<file path="config.mk">
export PLATFORM = sky130hd
export DESIGN_NAME = operand_gen
export DESIGN_NICKNAME = d
export VERILOG_FILES = /design/src/rtl/opgen_pkg.sv /design/src/rtl/opgen_lfsr.sv /design/src/rtl/operand_gen.sv
export SDC_FILE = /design/constraint.sdc
export NUM_CORES = 1
export LEC_CHECK = 0
export BUFFER_PORTS_ARGS = -buffer_cell sky130_fd_sc_hd__clkbuf_2
export CORE_UTILIZATION = 54
export CTS_CLUSTER_DIAMETER = 200
export DETAILED_ROUTE_END_ITERATION = 7
export PLACE_DENSITY_LB_ADDON = 0.05
export SLEW_MARGIN = 10
export SYNTH_ARGS = -nofsm -noshare
export SYNTH_HDL_FRONTEND = slang
export SYNTH_SLANG_ARGS = --single-unit
</file>
<file path="constraint.sdc">
create_clock -name clk -period 1.6 [get_ports clk]
set_input_delay 0.24 -clock clk [delete_from_list [all_inputs] [get_ports clk]]
set_output_delay 0.24 -clock clk [all_outputs]
set_load 0.03 [all_outputs]
</file>
<file path="src/rtl/opgen_pkg.sv">
// ----------------------------------------------------------------------------
// opgen_pkg
// Shared definitions for the operand generator:
//   - opgen_state_e     : run-control FSM states (IDLE, RUN, DONE)
//   - OPGEN_DEFAULT_SEED: default LFSR start value
//   - OPGEN_TAP_*       : feedback tap positions of the 16-bit Fibonacci LFSR
//   - opgen_lfsr_next() : one LFSR step
//   - opgen_fix_seed()  : maps the all-zero lock-up seed to 16'h0001
// ----------------------------------------------------------------------------
package opgen_pkg;

  typedef enum logic [1:0] {
    IDLE = 2'd0,
    RUN  = 2'd1,
    DONE = 2'd2
  } opgen_state_e;

  localparam logic [15:0] OPGEN_DEFAULT_SEED = 16'hACE1;

  // Feedback taps (bit indices into the 16-bit shift register)
  localparam int OPGEN_TAP_0 = 15;
  localparam int OPGEN_TAP_1 = 13;
  localparam int OPGEN_TAP_2 = 12;
  localparam int OPGEN_TAP_3 = 10;

  // One shift-left step; the new LSB is the XOR of the taps
  function automatic logic [15:0] opgen_lfsr_next(input logic [15:0] v);
    logic fb;
    fb = v[OPGEN_TAP_0] ^ v[OPGEN_TAP_1] ^ v[OPGEN_TAP_2] ^ v[OPGEN_TAP_3];
    return {v[14:0], fb};
  endfunction

  // An all-zero XOR LFSR never leaves zero, so that seed is substituted
  function automatic logic [15:0] opgen_fix_seed(input logic [15:0] s);
    logic [15:0] r;
    if (s == 16'h0000) begin
      r = 16'h0001;
    end else begin
      r = s;
    end
    return r;
  endfunction

endpackage

</file>
<file path="src/rtl/opgen_lfsr.sv">
// ----------------------------------------------------------------------------
// opgen_lfsr
// 16-bit Fibonacci LFSR that advances one step per cycle when step is high.
// Ports:
//   clk  in  1   clock, rising edge
//   rst  in  1   synchronous active-high reset, loads seed (zero -> 1)
//   seed in  16  reset value
//   step in  1   advance the register this cycle
//   q    out 16  current register value
// ----------------------------------------------------------------------------
module opgen_lfsr
  import opgen_pkg::*;
(
  input  logic        clk,
  input  logic        rst,
  input  logic [15:0] seed,
  input  logic        step,
  output logic [15:0] q
);

  logic [15:0] lfsr_r;

  // Shift register: reseed on reset, advance only on step
  always_ff @(posedge clk) begin
    if (rst) begin
      lfsr_r <= opgen_fix_seed(seed);
    end else if (step) begin
      lfsr_r <= opgen_lfsr_next(lfsr_r);
    end else begin
      lfsr_r <= lfsr_r;
    end
  end

  assign q = lfsr_r;

endmodule

</file>
<file path="src/rtl/operand_gen.sv">
// ----------------------------------------------------------------------------
// operand_gen
// Produces COUNT pseudo-random operand pairs (a, b) for a downstream 2-input
// AND gate under a valid/ready handshake, optionally with the expected result.
//
// Parameters:
//   WIDTH (1..8)   operand width
//   COUNT (1..255) pairs per run
//   SEED           LFSR start value (16'h0000 is replaced by 16'h0001)
//
// Ports:
//   clk   in  1      clock, rising edge
//   rst   in  1      synchronous active-high reset
//   start in  1      begin a run from IDLE or DONE
//   a     out WIDTH  operand A  = lfsr[WIDTH-1:0]
//   b     out WIDTH  operand B  = lfsr[WIDTH+7:8]
//   exp_y out WIDTH  a & b when OPERAND_GEN_EXP_EN is defined, else 0
//   valid out 1      a/b/exp_y hold a pair (state RUN)
//   ready in  1      consumer accepts; transfer = valid && ready
//   busy  out 1      state RUN
//   done  out 1      state DONE
//
// Build option: define OPERAND_GEN_EXP_EN to drive exp_y with a & b.
// ----------------------------------------------------------------------------
module operand_gen
  import opgen_pkg::*;
#(
  parameter int          WIDTH = 4,
  parameter int          COUNT = 10,
  parameter logic [15:0] SEED  = OPGEN_DEFAULT_SEED
) (
  input  logic             clk,
  input  logic             rst,
  input  logic             start,
  output logic [WIDTH-1:0] a,
  output logic [WIDTH-1:0] b,
  output logic [WIDTH-1:0] exp_y,
  output logic             valid,
  input  logic             ready,
  output logic             busy,
  output logic             done
);

  // Count value held just before the final transfer of a run
  localparam logic [7:0] COUNT_LAST = 8'(COUNT - 1);

  opgen_state_e state_r;
  opgen_state_e state_next_s;
  logic [7:0]   count_r;
  logic [15:0]  lfsr_q_s;
  logic         transfer_s;
  logic         start_run_s;
  logic         last_s;
  logic         unused_lfsr_bits_s;

  // Handshake and run-control decode
  always_comb begin
    transfer_s  = (state_r == RUN) && ready;
    start_run_s = ((state_r == IDLE) || (state_r == DONE)) && start;
    last_s      = transfer_s && (count_r == COUNT_LAST);
  end

  // FSM state register
  always_ff @(posedge clk) begin
    if (rst) begin
      state_r <= IDLE;
    end else begin
      state_r <= state_next_s;
    end
  end

  // FSM next-state logic; start is not looked at while in RUN
  always_comb begin
    state_next_s = state_r;
    case (state_r)
      IDLE: begin
        if (start) begin
          state_next_s = RUN;
        end else begin
          state_next_s = IDLE;
        end
      end
      RUN: begin
        if (last_s) begin
          state_next_s = DONE;
        end else begin
          state_next_s = RUN;
        end
      end
      DONE: begin
        if (start) begin
          state_next_s = RUN;
        end else begin
          state_next_s = DONE;
        end
      end
      default: begin
        state_next_s = IDLE;
      end
    endcase
  end

  // FSM outputs
  always_comb begin
    valid = 1'b0;
    busy  = 1'b0;
    done  = 1'b0;
    case (state_r)
      IDLE: begin
        valid = 1'b0;
        busy  = 1'b0;
        done  = 1'b0;
      end
      RUN: begin
        valid = 1'b1;
        busy  = 1'b1;
        done  = 1'b0;
      end
      DONE: begin
        valid = 1'b0;
        busy  = 1'b0;
        done  = 1'b1;
      end
      default: begin
        valid = 1'b0;
        busy  = 1'b0;
        done  = 1'b0;
      end
    endcase
  end

  // Transfer counter: cleared when a run begins, +1 per accepted pair
  always_ff @(posedge clk) begin
    if (rst) begin
      count_r <= 8'd0;
    end else if (start_run_s) begin
      count_r <= 8'd0;
    end else if (transfer_s) begin
      count_r <= count_r + 8'd1;
    end else begin
      count_r <= count_r;
    end
  end

  // The LFSR is not reseeded on a new start, so consecutive runs continue
  // the same sequence; it only advances on accepted pairs, which keeps the
  // operands stable under backpressure.
  opgen_lfsr u_lfsr (
    .clk  (clk),
    .rst  (rst),
    .seed (SEED),
    .step (transfer_s),
    .q    (lfsr_q_s)
  );

  assign a = lfsr_q_s[WIDTH-1:0];
  assign b = lfsr_q_s[WIDTH+7:8];

`ifdef OPERAND_GEN_EXP_EN
  assign exp_y = a & b;
`else
  assign exp_y = {WIDTH{1'b0}};
`endif

  // Not every LFSR bit feeds an operand for small WIDTH
  assign unused_lfsr_bits_s = ^lfsr_q_s;

endmodule

</file>
==> metrics.txt <==
DP Area 1240 sq um; Worst EP arrival 1790 ps; hold_sp rst; Fmax achieved 652.4 MHz; Mean Syn Cell Area 8.289 sq um; Pwr Density 1010 nW/um^2; count of port buffers added during placement 14; Die W 49.02 um; Netlist Area Pre-Place 1194 sq um; Post-Place Setup Slack 93.61 ps; max-slew violations 0; Pwr Total 1.306 mW; post-synthesis mux area share 0; clock root cell clkbuf_4; Synth Flop Type dfxtp_1; clk slew on worst S/H paths 150 ps; routed vias 988; Routed wire per std cell 12.13 um; Reg-to-Reg Start count_r[7]$_SDFFE_PP0P_; initial antenna violation count 0; Critical Path Max Stage Delay 530 ps; clk sinks 26; skew final 2.327 ps; gpl congestion 0.8394; Synth async-reset ratio 0; via density per instance 5.489; Final #Nets 160; critical path buffer and inverter count 0; die height 49.02 um; Setup WS post-layout 67.15 ps; # DRC 0; top post-synthesis cells by area dfxtp_1 44%, nand2_1 11%, buf_4 8.2%; fin crit period 1533 ps; fin area 1294 sq um; CTS tree done; Worst-Skew Late Latency 320 ps; DP Wirelength 1.562 mm; adder-cell share of the synthesized area 0.02096; layout cells sized above 1 0.1895; RSZ-0062 raised after global routing false; critical path class reg2reg; Synth top area share 0.4361; number of enable flip-flop cells after synthesis 0; fin crit share 0.9580; FILL cells 182; largest family of logic cells by synthesized area simple AND/OR/NAND/NOR gates; grt total ovfl 0; biggest area consumer among synthesized cells dfxtp_1; Hold WS 197.2 ps; Compound-Gate Fraction of Synth Area 0.1226; crit end category flip-flop; Antenna Nets Post-Route 0; multi-input logic area 548.0 sq um; total wire length 2.183 mm; sequential fraction of the synthesis area 0.4361; Pre-antenna DRT Iters 4; core area 2022 sq um; largest net degree at the start of global routing 21; io pins 19; VDD IR max 0.5677 mV; status complete, no violations; max_cap viols 0; Hold/Removal Path Class in2reg; area growth from synthesis to layout 8.386%; crit-path max FO 3; starting density of the core 0.5903; worst setup path start count_r[7]$_SDFFE_PP0P_; Reg area 521.8 sq um; synth warn 0; Max stage delay cell, worst path or4_4; P_leak 0.5123 nW; vias in the first global route 880; xor and xnor area share after synthesis 0.03669; Top delay family on crit path simple AND/OR/NAND/NOR gates; total global-route track usage 0.2057; Synth Instances 144; die footprint 2402 sq um; CP Data Required Time 1860 ps; Post-Route Setup TNS 0 ps; count leader, synth nand2_1; H-tree depth 1; Synth Area in Simple Gates 0.2662; CP Launch Type flip-flop; ant diodes 0; Setup Viol. Count Final 0; Max Root-Sink Buffers 2; initial DRC count 16; Yosys reg bits 26; critical path, cell by cell or4_4, or3_1, a221oi_2; Final Hold Viols 0; CTS buffer count 3; num rows 16; global-route wire length before repair 3.870 mm; synth cell count leaders 34 x nand2_1, 26 x dfxtp_1, 13 x a21oi_1, 13 x buf_4, 10 x nand3_1; Distinct cells, synth 30
-- where the power goes --
part | switching, mW | total (mW) | internal [mW]
clock network | 0.207 | 0.460 | 0.253
logic | 0.101 | 0.152 | 0.0513
registers | 0.0208 | 0.694 | 0.673
-- sequential cells by signal, summed over array words and instances, names as in the netlist --
signal,count
count_r,8
u_lfsr.q,16
state_r,2
-- path summary, 6_finish.rpt --
kind | end | slack [ps] | cells after the start
worst min register to register | u_lfsr.q[8]$_SDFFE_PP0P_ | 460 | 2
worst min-delay path | u_lfsr.q[15]$_SDFFE_PP1P_ | 200 | 3
worst max-delay path | state_r[1]$_SDFF_PP0_ | 70 | 3
worst max register to register | state_r[1]$_SDFF_PP0_ | 70 | 3
-- area by class of cell --
cell class                 instances  share of cell area
clock inverter                     1             0.02321
clock buffer                       3             0.01741
timing repair buffer              21             0.09478
inverter                           4             0.01161
sequential                        26              0.4033
multi-input combinational         98              0.4236
tap                               27             0.02611
-- worst min-delay path: stages --
cell and delay [ps]:
clkbuf_2 90, inv_1 100, nand3_1 80
-- cell usage in the layout, fill, tap and decap left out --
cell type   n
nand2_1    34
dfxtp_1    25
clkbuf_2   14
a21oi_1    13
nand3_1    10
buf_4       7
inv_1       4
xnor2_1     4
o31ai_1     4
conb_1      4
or4_1       3
nor2_1      3
clkbuf_4    3
nor2b_1     2
nand2b_1    2
nand4b_1    2
nand3b_1    2
or3_1       2
ha_1        2
and3b_1     1
nor3_1      1
a31oi_1     1
or4_4       1
o41ai_1     1
o2111ai_1   1
nand3b_2    1
o21ai_0     1
xor2_1      1
a211oi_1    1
a221oi_2    1
bufinv_16   1
dfxtp_2     1
-- what timing repair did --
| action | CTS | global route |
|---|---|---|
| endpoints found under the hold margin | 0 | 0 |
| setup buffers | 0 | 0 |
| setup endpoints to repair | 0 | 3 |
| hold buffers | 0 | 0 |
| gates resized for setup | 0 | 1 |
-- through the flow --
step | instances | util
floorplan | 147 | -
global placement | 176 | 0.6132
detailed placement | 176 | 0.6132
CTS | 180 | 0.6392
global route | 180 | 0.6399
finish | 180 | 0.6399
-- cells by family after synthesis --
kind of cell    Yosys count
flops                    26
xor+xnor                  5
fa+ha+maj                 2
buf+inv                  23
simple gates             64
compound gates           23
other cells               1
-- layer usage --
layer / track usage / wire (um) / vias to the layer above / part of all wire
li1: - / - / 492 / -
met1: 0.2776 / 1066 / 462 / 0.49
met2: 0.3287 / 990 / 32 / 0.45
met3: 0.02804 / 114 / 2 / 0.052
met4: 0.08824 / 12 / 0 / 0.0055
met5: 0 / 0 / - / 0
(Power assumes the default switching activity.)
